[src/rtl/serial_subtractor_16.sv]
// serial_subtractor_16: bit-serial 16-bit subtractor, LSB first; define SUB_OVERFLOW_EN to add the signed overflow output ov
module serial_subtractor_16 (
  input  logic        clk,
  input  logic        rst,
  input  logic        start,
  input  logic [15:0] a,
  input  logic [15:0] b,
  output logic [15:0] y,
  output logic        borrow_out,
  output logic        busy,
  output logic        done
`ifdef SUB_OVERFLOW_EN
  ,output logic       ov
`endif
);
  typedef enum logic [1:0] {IDLE, SHIFT, DONE} state_t;
  state_t      state_q, state_d;
  logic [3:0]  cnt_q, cnt_d;
  logic [15:0] a_q, a_d, b_q, b_d, r_q, r_d, y_q, y_d;
  logic        br_q, br_d, bo_q, bo_d, busy_q, busy_d, done_q, done_d;
  logic        dif, br_n;
`ifdef SUB_OVERFLOW_EN
  logic        a15_q, a15_d, b15_q, b15_d, ov_q, ov_d;
  assign ov = ov_q;
`endif
  assign y          = y_q;
  assign borrow_out = bo_q;
  assign busy       = busy_q;
  assign done       = done_q;
  // next-state: capture in IDLE, one full-subtractor bit per SHIFT cycle, publish on the 16th
  always_comb begin
    dif     = a_q[0] ^ b_q[0] ^ br_q;
    br_n    = (~a_q[0] & b_q[0]) | (~(a_q[0] ^ b_q[0]) & br_q);
    state_d = state_q;
    cnt_d   = cnt_q;
    a_d     = a_q;
    b_d     = b_q;
    r_d     = r_q;
    br_d    = br_q;
    y_d     = y_q;
    bo_d    = bo_q;
`ifdef SUB_OVERFLOW_EN
    a15_d   = a15_q;
    b15_d   = b15_q;
    ov_d    = ov_q;
`endif
    case (state_q)
      IDLE: if (start) begin
        a_d     = a;
        b_d     = b;
        br_d    = 1'b0;
        cnt_d   = 4'd0;
        state_d = SHIFT;
`ifdef SUB_OVERFLOW_EN
        a15_d   = a[15];
        b15_d   = b[15];
`endif
      end
      SHIFT: begin
        a_d   = a_q >> 1;
        b_d   = b_q >> 1;
        r_d   = {dif, r_q[15:1]};
        br_d  = br_n;
        cnt_d = cnt_q + 4'd1;
        if (cnt_q == 4'd15) begin
          y_d     = {dif, r_q[15:1]};
          bo_d    = br_n;
          state_d = DONE;
`ifdef SUB_OVERFLOW_EN
          ov_d    = (a15_q != b15_q) && (dif != a15_q);
`endif
        end
      end
      DONE:    state_d = IDLE;
      default: state_d = IDLE;
    endcase
    busy_d = state_d != IDLE;
    done_d = state_d == DONE;
  end
  // state and registered outputs; reset aborts any operation in flight
  always_ff @(posedge clk or posedge rst) begin
    if (rst) begin
      state_q <= IDLE;
      cnt_q   <= '0;
      a_q     <= '0;
      b_q     <= '0;
      r_q     <= '0;
      br_q    <= 1'b0;
      y_q     <= '0;
      bo_q    <= 1'b0;
      busy_q  <= 1'b0;
      done_q  <= 1'b0;
`ifdef SUB_OVERFLOW_EN
      a15_q   <= 1'b0;
      b15_q   <= 1'b0;
      ov_q    <= 1'b0;
`endif
    end else begin
      state_q <= state_d;
      cnt_q   <= cnt_d;
      a_q     <= a_d;
      b_q     <= b_d;
      r_q     <= r_d;
      br_q    <= br_d;
      y_q     <= y_d;
      bo_q    <= bo_d;
      busy_q  <= busy_d;
      done_q  <= done_d;
`ifdef SUB_OVERFLOW_EN
      a15_q   <= a15_d;
      b15_q   <= b15_d;
      ov_q    <= ov_d;
`endif
    end
  end
endmodule

[config.mk]
export PLATFORM = sky130hd
export DESIGN_NAME = serial_subtractor_16
export DESIGN_NICKNAME = d
export VERILOG_FILES = /design/src/rtl/serial_subtractor_16.sv
export SDC_FILE = /design/constraint.sdc
export NUM_CORES = 1
export LEC_CHECK = 0
export CAP_MARGIN = 20
export CORE_MARGIN = 2
export CORE_UTILIZATION = 45
export DETAILED_ROUTE_END_ITERATION = 8
export HOLD_SLACK_MARGIN = 0.02
export PLACE_DENSITY = 0.66
export SLEW_MARGIN = 0
export SYNTH_ARGS = -nofsm -noshare
export SYNTH_HDL_FRONTEND = slang
export SYNTH_SLANG_ARGS = --single-unit
[constraint.sdc]
create_clock -name clk -period 6.9 [get_ports clk]
set_input_delay 1.035 -clock clk [delete_from_list [all_inputs] [get_ports clk]]
set_output_delay 1.035 -clock clk [all_outputs]
set_load 0.05 [all_outputs]
==> results.sh <==
export IMPL_netlist_top_cell_by_area="sky130_fd_sc_hd__dfrtp_1"
export IMPL_floorplan_rows=29
export IMPL_period_needed_ns=2.547
export IMPL_chipWidth_um=85.59
export IMPL_synth_nets=279
export IMPL_syn_mean_instance_area_um2=12.38
export IMPL_synth_most_common_cell="sky130_fd_sc_hd__dfrtp_1"
export IMPL_report_power_total_w=0.001850
export IMPL_die_y_um=85.59
export IMPL_finalNetCount=331
export IMPL_timing_hold_violations_final=0
export IMPL_worst_pin_slew_ns=0.9754
export IMPL_route_detailed_vias_per_inst=5.463
export IMPL_worstPathBufferInverterCount=1
export IMPL_critical_path_cell_by_cell="clkdlybuf4s50_1"
export IMPL_route_detailed_wl_per_inst_um=15.98
export IMPL_final_cell_count_no_fill=376
export IMPL_worst_skew_pair_late_latency_ns=0.34
export IMPL_leakage_nw=1.610
export IMPL_ys_flop_type="sky130_fd_sc_hd__dfrtp_1"
export IMPL_gr_usage_all_layers_pct=17.36
export IMPL_yosysWarningCount=0
export IMPL_maximum_number_of_pins_on_one_net_before_global_route_repair=74
export IMPL_worst_hold_path_type="reg -> reg"
export IMPL_detailed_place_hpwl_mm=3.597
export IMPL_critical_path_max_fanout=2
export IMPL_cap_violations=0
export IMPL_cpLargestDelayFamily="buffers and inverters"
export IMPL_final_layout_size_suffix_gt1_share_pct=16.05
export IMPL_run_status="completed"
export IMPL_worst_slew_margin_rel_pct=34.68
export IMPL_period_share_pct=36.91
export IMPL_postSynthCellCount=242
export IMPL_syn_area_um2=2995
export IMPL_finalSetupTns_ns=0
export IMPL_tritoncts_clock_tree="yes"
export IMPL_timing_setup_critical_path_class="reg -> out"
export IMPL_synth_seq_cells=73
export IMPL_cts_htree_levels=3
export IMPL_top_level_ports=54
export IMPL_dp_cells=360
export IMPL_skew_ns=0.008022
export IMPL_grt_first_pass_wirelength_mm=9.908
export IMPL_layout_area_overhead_vs_synth_pct=27.61
export IMPL_io_buffer_count=53
export IMPL_number_of_global_route_vias_before_repair=2084
export IMPL_starting_density_of_the_core_pct=46.90
export IMPL_antenna_violating_nets_post_route=0
export IMPL_synth_async_sr_flop_share_pct=100.0
export IMPL_synth_edff_count=0
export IMPL_numClockSinks=73
export IMPL_timing_critical_path_from_type="flop"
export IMPL_cts_hold_buffers=0
export IMPL_worst_ir_drop_vdd_mv=0.2780
export IMPL_hold_slack_ns=0.4868
export IMPL_critPathCaptureType="output pin"
export IMPL_fp_coreArea_um2=6386
export IMPL_gp_congestion=0.7235
export IMPL_cts_repair_resized=0
export IMPL_initialDrtViolationCount=125
export IMPL_maxSlewViolCount=0
export IMPL_worst_path_largest_cell_delay_ns=0.81
export IMPL_synth_seq_area_share_pct=60.99
export IMPL_rsz0062_at_grt="false"
export IMPL_synth_cell_type_count=29
export IMPL_vias=2054
export IMPL_highest_clock_frequency_the_design_can_meet_mhz=392.6
export IMPL_worst_path_max_delay_cell="sky130_fd_sc_hd__clkdlybuf4s50_1"
export IMPL_setup_viol=0
export IMPL_clockBufferDepth=2
export IMPL_synth_top_area_share_pct=60.99
export IMPL_drt_pass1_iterations=4
export IMPL_numCtsBuffers=9
export IMPL_worst_endpoint_required_ns=5.86
export IMPL_final_core_util_pct=59.86
export IMPL_die_area_um2=7325
export IMPL_n_antenna_cell=0
export IMPL_clk_transition_reported_paths_ns=0.08
export IMPL_drcViolationCount=0
export IMPL_cp_data_arrival_time_ns=1.51
export IMPL_synth_area_top_cells="sky130_fd_sc_hd__dfrtp_1 (61%), sky130_fd_sc_hd__mux2_2 (8.3%), sky130_fd_sc_hd__a22oi_1 (7.5%)"
export IMPL_grt_overflow_total=0
export IMPL_cts_setup_buffers=0
export IMPL_power_per_cell_area_nw_per_um2=484.0
export IMPL_antenna_found_initial=0
export IMPL_routed_wl_mm=6.007
export IMPL_clock_tree_root_cell="sky130_fd_sc_hd__clkbuf_8"
export IMPL_synth_common_cells="sky130_fd_sc_hd__dfrtp_1 (73), sky130_fd_sc_hd__nand2_1 (32), sky130_fd_sc_hd__a22oi_1 (30)"
## sequential cells by signal, indices dropped and copies added, names as in the netlist
| signal | flops |
|---|---|
| b_q | 16 |
| state_q | 2 |
| borrow_out | 1 |
| br_q | 1 |
| cnt_q | 4 |
| done | 1 |
| y | 16 |
| busy | 1 |
| r_q | 15 |
| a_q | 16 |
## metal layers
layer | track usage [%] | up-vias | share of wire, %
met5 | 0 | - | 0
met4 | 4.762 | 0 | 1.4
met3 | 7.026 | 10 | 8.1
met2 | 25.43 | 61 | 43
met1 | 24.18 | 1009 | 47
li1 | - | 974 | -
## worst paths after layout
path / from / end / slack, ns / cells after the start
worst max-delay path: y[7] / y[7] / 4.35 / 1
worst min-delay path: b_q[1] / b_q[1] / 0.49 / 2
worst max register to register: state_q[0] / r_q[14] / 4.82 / 3
worst min register to register: b_q[1] / b_q[1] / 0.49 / 2
max in group asynchronous: rst / a_q[2] / 5.04 / 3
min in group asynchronous: rst / r_q[1] / 1.29 / 3
## cell families after synthesis
logic type               share of synthesized area (%)
buffers and inverters                            3.634
AO/OA/AOI/OAI                                    15.66
multiplexers                                     11.65
adder cells (fa/ha/maj)                          1.086
flip-flops                                       60.99
AND/OR/NAND/NOR                                  6.976
## power breakdown
part	switching [W]	internal, W	leakage, nW
clock	0.000156	0.000261	0.127
sequential	0.000111	0.000619	0.920
combinational	0.000402	0.000301	0.563
total	0.000669	0.00118	1.61
## cell usage in the layout (no fill, tap or decap)
cell	n
sky130_fd_sc_hd__dfrtp_1	73
sky130_fd_sc_hd__fa_1	1
sky130_fd_sc_hd__nor3b_1	1
sky130_fd_sc_hd__o31ai_1	1
sky130_fd_sc_hd__clkinv_4	1
sky130_fd_sc_hd__buf_4	5
sky130_fd_sc_hd__nor2_1	2
sky130_fd_sc_hd__clkdlybuf4s50_1	53
sky130_fd_sc_hd__bufinv_16	3
sky130_fd_sc_hd__inv_2	1
sky130_fd_sc_hd__nand2_1	32
sky130_fd_sc_hd__a21oi_1	1
sky130_fd_sc_hd__inv_1	3
sky130_fd_sc_hd__nor2b_2	2
sky130_fd_sc_hd__o21ai_0	27
sky130_fd_sc_hd__ha_1	1
sky130_fd_sc_hd__a41oi_1	1
sky130_fd_sc_hd__a32o_1	1
sky130_fd_sc_hd__clkbuf_8	11
sky130_fd_sc_hd__a22oi_1	30
sky130_fd_sc_hd__nand3_1	1
sky130_fd_sc_hd__a22o_1	2
sky130_fd_sc_hd__clkbuf_1	1
sky130_fd_sc_hd__nand4_4	1
sky130_fd_sc_hd__o22ai_1	1
sky130_fd_sc_hd__mux2_1	9
sky130_fd_sc_hd__mux2_2	22
sky130_fd_sc_hd__a31oi_1	2
sky130_fd_sc_hd__o21bai_2	1
sky130_fd_sc_hd__nor2b_1	2
sky130_fd_sc_hd__nor2_8	1
sky130_fd_sc_hd__o21ai_1	6
## final cells by class
| class | count | area (um2) |
|---|---|---|
| Timing Repair Buffer | 58 | 568.0 |
| Inverter | 4 | 15.01 |
| Tap cell | 77 | 96.34 |
| Clock inverter | 4 | 98.84 |
| Sequential cell | 73 | 1827 |
| Multi-Input combinational cell | 148 | 1062 |
| Fill cell | 534 | 2564 |
| Clock buffer | 12 | 155.1 |
## stage by stage
stage                     worst slack [ns]  instance area, um2
after floorplan                      4.012                2995
after global placement               4.513                3568
after detailed placement             4.481                3568
after CTS                            4.322                3822
after global routing                 4.284                3822
final                                4.353                3822
(Power assumes the default switching activity.)
